`src/rtl/spi_pkg.sv`:
```
// Shared definitions for the SPI bit counter: FSM state encoding and default widths.
package spi_pkg;

    localparam int SPI_CNT_W   = 5;
    localparam int SPI_BURST_W = 4;

    typedef enum logic [1:0] {
        ST_IDLE = 2'd0,
        ST_RUN  = 2'd1,
        ST_DONE = 2'd2
    } spi_state_t;

endpackage

```
`src/rtl/spi_bit_counter.sv`:
```
// SPI bit/frame counter: counts enabled bit ticks across one frame or a burst of frames.
// Multi-frame bursts are built only when SPI_BITCNT_BURST_EN is defined.
//
// Handshake: start is a single-cycle request, accepted only in IDLE with a
// non-zero frame_len and no abort; enable is a per-cycle bit tick honoured only
// in RUN; abort wins over everything in the same cycle.
module spi_bit_counter
    import spi_pkg::*;
#(
    parameter int CNT_W   = SPI_CNT_W,
    parameter int BURST_W = SPI_BURST_W
) (
    input  logic               clk,
    input  logic               rst,
    input  logic               start,
    input  logic [CNT_W-1:0]   frame_len,
    input  logic [BURST_W-1:0] burst_len,
    input  logic               enable,
    input  logic               abort,
    output logic               busy,
    output logic [CNT_W-1:0]   bit_idx,
    output logic               last_bit,
    output logic [BURST_W-1:0] frame_idx,
    output logic               frame_done,
    output logic               burst_done,
    output logic               len_err,
    output spi_state_t         dbg_state
);

    localparam logic [CNT_W-1:0]   ONE_B = {{(CNT_W-1){1'b0}}, 1'b1};
    localparam logic [BURST_W-1:0] ONE_F = {{(BURST_W-1){1'b0}}, 1'b1};

    spi_state_t         r_state;
    spi_state_t         w_next_state;
    logic [CNT_W-1:0]   r_bit_idx;
    logic [BURST_W-1:0] r_frame_idx;
    logic [CNT_W-1:0]   r_len_q;
    logic [BURST_W-1:0] r_burst_q;
    logic               r_frame_done;
    logic               r_len_err;

    logic               w_last_bit;
    logic               w_last_frame;
    logic               w_start_ok;
    logic               w_start_bad;
    logic               w_tick;

    assign w_last_bit   = (r_state == ST_RUN) && (r_bit_idx == (r_len_q - ONE_B));
    assign w_last_frame = (r_frame_idx == r_burst_q);
    assign w_start_ok   = (r_state == ST_IDLE) && start && !abort && (frame_len != '0);
    assign w_start_bad  = (r_state == ST_IDLE) && start && !abort && (frame_len == '0);
    assign w_tick       = (r_state == ST_RUN) && enable && !abort;

    always_ff @(posedge clk or posedge rst) begin
        if (rst) begin
            r_state <= ST_IDLE;
        end else begin
            r_state <= w_next_state;
        end
    end

    always_comb begin
        w_next_state = r_state;
        if (abort) begin
            w_next_state = ST_IDLE;
        end else begin
            case (r_state)
                ST_IDLE: if (w_start_ok) w_next_state = ST_RUN;
                ST_RUN:  if (w_tick && w_last_bit && w_last_frame) w_next_state = ST_DONE;
                ST_DONE: w_next_state = ST_IDLE;
                default: w_next_state = ST_IDLE;
            endcase
        end
    end

    always_comb begin
        busy       = (r_state == ST_RUN) || (r_state == ST_DONE);
        last_bit   = w_last_bit;
        burst_done = (r_state == ST_DONE);
        dbg_state  = r_state;
    end

    always_ff @(posedge clk or posedge rst) begin
        if (rst) begin
            r_bit_idx    <= '0;
            r_frame_idx  <= '0;
            r_len_q      <= '0;
            r_burst_q    <= '0;
            r_frame_done <= 1'b0;
            r_len_err    <= 1'b0;
        end else begin
            r_frame_done <= w_tick && w_last_bit;
            r_len_err    <= w_start_bad;
            if (abort) begin
                r_bit_idx   <= '0;
                r_frame_idx <= '0;
            end else if (w_start_ok) begin
                r_len_q     <= frame_len;
`ifdef SPI_BITCNT_BURST_EN
                r_burst_q   <= burst_len;
`else
                // Single-frame build: burst length is forced to zero frames extra.
                r_burst_q   <= burst_len & {BURST_W{1'b0}};
`endif
                r_bit_idx   <= '0;
                r_frame_idx <= '0;
            end else if (w_tick) begin
                if (w_last_bit) begin
                    r_bit_idx <= '0;
                    if (!w_last_frame) begin
                        r_frame_idx <= r_frame_idx + ONE_F;
                    end
                end else begin
                    r_bit_idx <= r_bit_idx + ONE_B;
                end
            end
        end
    end

    assign bit_idx    = r_bit_idx;
    assign frame_idx  = r_frame_idx;
    assign frame_done = r_frame_done;
    assign len_err    = r_len_err;

endmodule

```
`config.mk`:
```
export PLATFORM = sky130hd
export DESIGN_NAME = spi_bit_counter
export DESIGN_NICKNAME = d
export VERILOG_FILES = /design/src/rtl/spi_pkg.sv /design/src/rtl/spi_bit_counter.sv
export SDC_FILE = /design/constraint.sdc
export NUM_CORES = 1
export LEC_CHECK = 0
export BUFFER_PORTS_ARGS = -buffer_cell sky130_fd_sc_hd__buf_2
export CAP_MARGIN = 20
export CORE_ASPECT_RATIO = 2
export CORE_UTILIZATION = 45
export CTS_BUF_LIST = sky130_fd_sc_hd__clkbuf_16
export DETAILED_ROUTE_END_ITERATION = 12
export GPL_TIMING_DRIVEN = 0
export HOLD_SLACK_MARGIN = 0.06
export MAX_ROUTING_LAYER = met4
export PLACE_DENSITY_LB_ADDON = 0.05
export SYNTH_ARGS = -nofsm -noshare
export SYNTH_HDL_FRONTEND = slang
export SYNTH_SLANG_ARGS = --single-unit
export TNS_END_PERCENT = 20
```
`constraint.sdc`:
```
create_clock -name clk -period 2 [get_ports clk]
set_input_delay 0.1 -clock clk [delete_from_list [all_inputs] [get_ports clk]]
set_output_delay 0.1 -clock clk [all_outputs]
set_load 0.03 [all_outputs]
```
; Word level (Yosys, flattened, before mapping)
; Index checks and enable logic that the tools add are counted.
[word_totals]
ff_bits = 18
input_bits = 14
out_inout_bits = 16
elab_cells = 49
[classes]
addsub = 3
n_eq_ne = 6
mux = 13
bitwise_logic = 1
reduce_logical = 20
[ops]
columns = op, n
row1 = 2-to-1 mux 4 bit, 5
row2 = 2-to-1 mux 5 bit, 4
row3 = logical AND 1 bit, 9
row4 = 2-to-1 mux 2 bit, 3
row5 = != test 3 x 2 -> 1 bit (second input constant), 2
row6 = nonzero test 3 bit, 2
row7 = adder 5 x 1 -> 5 bit (second input constant), 1
row8 = equality test 5 bit, 1
row9 = logical NOT 5 bit, 1
row10 = nonzero test 5 bit, 1
row11 = subtractor 5 x 1 -> 5 bit (second input constant), 1
row12 = adder 4 x 1 -> 4 bit (second input constant), 1
row13 = logical NOT 4 bit, 1
row14 = case mux 2 bit (2 select lines), 1
row15 = AND reduction 2 bit, 2
row16 = != test 3 bit (second input constant), 1
row17 = AND reduction 3 bit, 1
row18 = equality test 2 x 1 -> 1 bit (second input constant), 1
row19 = equality test 2 bit (second input constant), 1
row20 = logical NOT 2 bit, 1
row21 = logical NOT 1 bit, 1
row22 = logical OR 1 bit, 1
row23 = NOT 1 bit, 1

; Longest topological paths before layout
; Gate-level depths: netlist of run 1.
[logic_depth]
depth_word = 8
depth_mapped = 8
depth_no_buf = 7

; Worst setup path after synthesis of run 1
; OpenSTA, ideal clock, no wires.
[synth_path]
path_type = register to register
start = register r_len_q[0]
end = register r_frame_idx[3], in the netlist frame_idx[3]
setup_ps = 77
t_arrival_ps = 1968
t_required_ps = 1923
path_slack_ps = -45
stages_incl_launch_ff = 9
cell_sequence = dfrtp_1 -> inv_1 -> ha_1 -> xor2_1 -> nand3_1 -> or3_1 -> buf_2 -> or4_1 -> a21oi_1
[synth_via]
elab_chain_cells = 5
[synth_lines]
columns = item, line_no
row1 = "start, declared", spi_bit_counter.sv:37  ; logic [CNT_W-1:0] r_len_q;
row2 = "start signal, assigned", spi_bit_counter.sv:98  ; r_len_q <= frame_len;
row3 = subtractor 5 x 1 -> 5 bit, spi_bit_counter.sv:48  ; assign w_last_bit = (r_state == ST_RUN) && (r_bit_idx == (r_len_q - ONE_B));
row4 = equality test 5 bit, spi_bit_counter.sv:48
row5 = logical AND 1 bit, spi_bit_counter.sv:48
row6 = nonzero test 3 bit (no line), --
row7 = AND reduction 3 bit (no line), --
row8 = "end signal, assigned", spi_bit_counter.sv:111  ; r_frame_idx <= r_frame_idx + ONE_F;
row9 = "end, declared", spi_bit_counter.sv:36  ; logic [BURST_W-1:0] r_frame_idx;
; Every way passes these cells.
; A chain may end at the register's enable or synchronous reset.

; Worst setup path in the final report of run 1
[layout_path]
start = register r_state[1], in the netlist dbg_state[1]
end = register r_frame_idx[3], in the netlist frame_idx[3]
[layout_via]
elab_chain_cells = 6
elab_cells_between_ends = 14
cone_classes = eq/ne: 2 / mux: 2 / reduce/logical: 10
[layout_lines]
columns = item, line_no
row1 = "start, declared", spi_bit_counter.sv:33  ; spi_state_t r_state;
row2 = "start signal, assigned", spi_bit_counter.sv:58  ; r_state <= w_next_state;
row3 = logical NOT 2 bit, spi_bit_counter.sv:50  ; assign w_start_ok = (r_state == ST_IDLE) && start && !abort && (frame_len != '0);
row4 = logical AND 1 bit (3 in series), spi_bit_counter.sv:50
row5 = != test 3 x 2 -> 1 bit (no line) (tied with other cells), --
row6 = AND reduction 3 bit (no line) / 2-to-1 mux 4 bit (equally long branches), --
; Parallel ways exist; a longest one is shown, timed or not.

==> flow_summary.ini, run 1 <==
[run_status]
status = finished, final reports clean

[floorplan]
num_rows = 26
io_pins = 30
die_h_um = 74.7
core_area_um2 = 2540
start_util = 0.469
dieArea_um2 = 2870
fp.dieW_um = 38.4

[synthesis]
synth_edf_count = 0
synth_top_area_share = 0.379
synth_area_um2 = 1190
ys_seq_area_frac = 0.379
synth_flop_cell = dfrtp_1
synthTopCellsByArea = dfrtp_1 38%, ha_1 8.4%, nand2_1 5.4%
syn_avg_cell_area_um2 = 8.81
yosysTopAreaCell = dfrtp_1
synth.distinct_cells = 37
ys_warn_count = 0
syn_inst = 135
ys_seq_elements = 18
synth_fp_nets = 157
async_flop_share = 1.00

[finish]
fill_cells = 237
final_nets = 191
drive_gt1_frac = 0.298
fin_cells = 196
diodes = 0
syn2layout_area_growth_pct = 30.8

[timing]
fin_skew_ns = 0.00196
slew-limit-headroom = 0.524
whs_ns = 0.0688
finalHoldViolCount = 0
tns_ns = 0
max_freq_mhz = 502
finalCritPeriodShare = 0.996
slew_violations = 0
rsz0062_at_grt = true
setup_viol = 0
period_needed_ns = 1.99
worst_pin_slew_ns = 0.713

[critical_path]
cp_top_family = simple AND/OR/NAND/NOR gates
slowest_delay_ns = 0.47
crit_slowest_cell = or3_4
required_ns = 2.17
critical_path_arrival_ns = 2.17
start_kind = register
crit_chain = inv_1, ha_4, nand3b_1, or3_4, or4_1, a21oi_1
crit_path_end_kind = register
worstSetupPathType = register to register
cp_num_buf_inv = 1
crit_fanout = 6

[route]
drt_pass1_iterations = 4
post_drt_via_cell_ratio = 5.63
wl_um = 3000
num_vias = 1103
drc = 0
routedWlPerCell_um = 15.3
drt_first_iter_violations = 36
drtAntennaViolNets = 0

[cts]
cts.clk_slew.worst_paths_ns = 0.05
root_buffer = clkbuf_16
cts_tree = yes
clockBufferDepth = 2
clock_latency_ns = 0.25
numCtsBuffers = 3
htreeDepth = 1
clock_sinks = 18

[place]
dp.cells = 187
routabilityCongestion = 0.814
portBuffers = 24
dp_hpwl_um = 2270

[global_routing]
antenna_found_initial = 0
grt_pass1_vias = 1023
grt-ovfl-total = 0
grt_pass1_wl_um = 4620
grtUsageTotal = 0.234
grt_max_degree = 19

[power]
pwr_density_cell_nw_per_um2 = 976
ir_worst_vdd_v = 0.000761
leakagePower_uw = 0.000773

[job]
maxCapViolCount = 0

[worst_hold_path]
hp-class = input pin to register
[per-layer routing]
metal	GRT usage	vias up	routed length, um
met1	0.242	535	1140
met5	-	-	0
met3	0.0177	4	56
li1	-	543	-
met4	0.0843	0	40
met2	0.439	21	1760
[final timing paths]
| check | start | endpoint | slack, ns | cells past startpoint |
|---|---|---|---|---|
| hold / removal | frame_len[4] | r_len_q[4]$_DFFE_PP0P_ | 0.07 | 3 |
| min in group asynchronous | rst | frame_idx[2]$_DFFE_PP0P_ | 0.51 | 3 |
| hold reg to reg | r_len_q[4]$_DFFE_PP0P_ | r_len_q[4]$_DFFE_PP0P_ | 0.50 | 2 |
| max in group asynchronous | rst | dbg_state[1]$_DFFE_PP0P_ | 0.99 | 3 |
| setup / recovery | dbg_state[1]$_DFFE_PP0P_ | frame_idx[3]$_DFFE_PP0P_ | 0.007 | 6 |
| setup reg to reg | dbg_state[1]$_DFFE_PP0P_ | frame_idx[3]$_DFFE_PP0P_ | 0.007 | 6 |
[per-stage QoR]
step | worst slack [ns] | util | cell area [um2] | total power [uW]
after floorplan | 0.000223 | - | 1190 | 838
after global routing | -0.0497 | 0.613 | 1560 | 1600
after detailed placement | -0.176 | 0.532 | 1350 | 967
final | 0.00723 | 0.613 | 1560 | 1520
after global placement | -0.102 | 0.532 | 1350 | 951
after CTS | -0.0209 | 0.580 | 1470 | 1420
[cells in the final DEF (no fill, tap or decap), drive strengths merged, types with 6 or more instances in the layout]
cell   synthesis  final
nor2          10     10
a21oi          6      6
dfrtp         18     18
nor3           6      6
nand3          7      7
inv           13     14
o21ai          6      6
ha             8      8
buf            1     30
nand2         17     17
[cell type report]
cell class                 count  area (um2)  share of cell area
clock inverter                 1        3.75             0.00241
timing repair buffer          30         170               0.109
tap                           28        35.0              0.0225
inverter                      13        48.8              0.0314
buffer                         2        47.5              0.0305
multi-input combinational    101         724               0.465
clock buffer                   3        75.1              0.0482
sequential                    18         452               0.290
[kinds of logic (layout without fill, tap and decap cells)]
logic type / Yosys count / count (layout) / synth area share
xor gates and xnor gates: 6 / 6 / 0.0442
adders and majority gates: 8 / 8 / 0.0841
buffers and inverters: 16 / 49 / 0.0757
AOI/OAI and AO/OA: 27 / 27 / 0.158
DFF: 18 / 18 / 0.379
and+or+nand+nor: 59 / 59 / 0.251
muxes: 1 / 1 / 0.00841
[Yosys cell counts, drive strengths merged (3+ instances only)]
| library cell | instances |
|---|---|
| nand2 | 17 |
| a21oi | 6 |
| o21ai | 6 |
| nor3 | 6 |
| nand3 | 7 |
| dfrtp | 18 |
| ha | 8 |
| nand2b | 3 |
| nand4 | 3 |
| nor2 | 10 |
| xor2 | 4 |
| inv | 13 |
| o31ai | 4 |
[sequential cells by signal (all words and copies together) (netlist names)]
signal,cells
len_err,1
bit_idx,5
r_len_q,5
dbg_state,2
frame_idx,4
frame_done,1
[where the power goes]
part	internal, uW	switching [uW]	total [uW]
registers	411	49.5	461
clock network	266	137	403
logic	285	371	656
[tightest hold or removal path, cell delays in order]
cell and delay [ns]:
buf_2 0.09, nand2_1 0.05, nand2_1 0.04
[what timing repair did]
| item | in CTS | in global routing |
|---|---|---|
| setup buffers | 1 | 4 |
| hold buffers | 1 | 0 |
| endpoints found under the hold margin | 18 | 0 |
| pin swaps | 1 | 3 |
| gates resized for setup | 8 | 12 |
| setup endpoints to repair | 11 | 12 |
(Power assumes the default switching activity.)
==> run 2, diff against run 1 <==
==> constraint.sdc (replaced) <==
create_clock -name clk -period 2 [get_ports clk]
set_input_delay 0.1 -clock clk [delete_from_list [all_inputs] [get_ports clk]]
set_output_delay 0.1 -clock clk [all_outputs]
set_load 0.01 [all_outputs]
==> run 2 against run 1 <==
The flow now finishes with violations (negative setup slack). Routed wire length is 3.9% lower. Sequential power hardly changed. Utilization is 1.8 points lower. First-iteration DRC count is 56% lower. Setup slack worse by 0.016 ns. Worst hold slack better by 0.0085 ns. Flip-flop and latch count stayed put. Die area stayed put. Clock power is 4% lower. Cell area is 3.0% lower. Largest power group unchanged.
==> flow_summary.ini, run 2 (synthesized netlist as in run 1, its figures left out) <==
[critical_path]
critical_path_arrival_ns = 2.18
r2r_slack_ns = -0.009
timing.rr.start = dbg_state[1]$_DFFE_PP0P_
start_kind = register
r2r-end = frame_idx[3]$_DFFE_PP0P_
worstSetupPathType = register to register
required_ns = 2.17
r2r_cells = 6
crit_fanout = 6
crit_path_end_kind = register

[finish]
drive_gt1_frac = 0.280
stdcell_area_um2 = 1510
syn2layout_area_growth_pct = 26.9
layout_common_cells = 24 x buf_2, 18 x dfrtp_1, 17 x nand2_1
fin_cells = 192
final_nets = 188
diodes = 0
final_common_cell = buf_2

[place]
dp.cells = 187
dp_hpwl_um = 2190
routabilityCongestion = 0.793
place_area_um2 = 1350
portBuffers = 24
post-place-ws_ns = -0.153

[timing]
slew_violations = 0
setup_viol = 1
slew-limit-headroom = 0.538
tns_ns = -0.00920
finalCritPeriodShare = 1.00
max_freq_mhz = 498
finalHoldViolCount = 0
timing.final.ws_setup_ns = -0.00920
period_needed_ns = 2.01
fin_skew_ns = 0.00377
worst_pin_slew_ns = 0.692
rsz0062_at_grt = true

[global_routing]
grt-ovfl-total = 0
grt_max_degree = 19
grt_pass1_vias = 999
grtUsageTotal = 0.224
grt_pass1_wl_um = 4460
antenna_found_initial = 0

[route]
drc = 0
routedWlPerCell_um = 15.0
wl_um = 2880
num_vias = 1071
drt_first_iter_violations = 16
drtAntennaViolNets = 0
post_drt_via_cell_ratio = 5.58
drt_pass1_iterations = 3

[worst_hold_path]
hp-class = input pin to register
worstHoldStart = frame_len[0]
hold_path_end = r_len_q[0]$_DFFE_PP0P_
hold_depth = 3

[power]
ir_worst_vdd_v = 0.000850
switching_share = 0.351
p_comb_frac = 0.407
intPower_uw = 925
leakagePower_uw = 0.000745
p_sw_uw = 500
p_clk_frac = 0.272
pwr_density_cell_nw_per_um2 = 944
seqPwrFrac = 0.321

[floorplan]
fp.dieW_um = 38.4
dieArea_um2 = 2870
core_area_um2 = 2540
num_rows = 26
start_util = 0.469
die_h_um = 74.7
io_pins = 30

[cts]
htreeDepth = 1
clockBufferDepth = 2
cts_tree = yes
numCtsBuffers = 3
clock_latency_ns = 0.24
cts.clk_slew.worst_paths_ns = 0.05
root_buffer = clkbuf_16
clock_sinks = 18

[job]
maxCapViolCount = 0

[run_status]
status = finished with violations
violations = negative setup slack
## run 2: timing repair
item	in CTS	in global routing
hold buffers	1	0
gates resized for setup	5	14
pin swaps	1	1
setup buffers	2	0
endpoints found under the hold margin	18	0
setup endpoints to repair	11	10
## run 2: cell type report
class / count / area (um2)
Tap cell: 28 / 35.0
Fill cell: 250 / 1030
Timing Repair Buffer: 27 / 145
Multi-Input combinational cell: 101 / 712
Buffer: 2 / 43.8
Sequential cell: 18 / 450
Inverter: 13 / 48.8
Clock buffer: 3 / 75.1
## run 2: power groups by stage
stage	Sequential [uW]	Combinational (uW)	Clock, uW
2_1_floorplan	462	340	0
3_3_place_gp	463	451	0
3_5_place_dp	465	466	0
4_1_cts	454	504	392
5_1_grt	464	642	408
6_report	458	580	387
## run 2: how the worst max path moves through the flow
stage                             startpoint  cells past startpoint  slack, ns                       end
floorplan             r_len_q[0]$_DFFE_PP0P_                      8       0.05  frame_idx[3]$_DFFE_PP0P_
global placement      r_len_q[0]$_DFFE_PP0P_                      8      -0.10  frame_idx[3]$_DFFE_PP0P_
detailed placement  dbg_state[0]$_DFFE_PP0P_                      7      -0.15    bit_idx[3]$_DFFE_PP0P_
CTS                   r_len_q[1]$_DFFE_PP0P_                      7      -0.02  frame_idx[3]$_DFFE_PP0P_
global route        dbg_state[1]$_DFFE_PP0P_                      6      -0.10  frame_idx[3]$_DFFE_PP0P_
finish              dbg_state[1]$_DFFE_PP0P_                      6     -0.009  frame_idx[3]$_DFFE_PP0P_
## run 2: metrics by stage
stage,util,hold slack [ns],power (uW)
floorplan,-,0.0386,802
CTS,0.572,0.0767,1350
global route,0.595,0.100,1510
global placement,0.530,0.239,914
detailed placement,0.530,0.246,931
finish,0.595,0.0773,1430
## run 2: worst max-delay path, stage by stage (launching register included)
cell	delay, ns
dfrtp_1	0.39
inv_1	0.13
ha_2	0.24
nand3b_1	0.16
or3_4	0.47
or4_1	0.41
a21oi_1	0.13
## run 2: metal layers
| metal | routed length (um) | global-route usage | vias up |
|---|---|---|---|
| li1 | - | - | 529 |
| met1 | 1100 | 0.245 | 522 |
| met2 | 1690 | 0.411 | 16 |
| met3 | 46 | 0.0265 | 4 |
| met4 | 46 | 0.0575 | 0 |
| met5 | 0 | - | - |
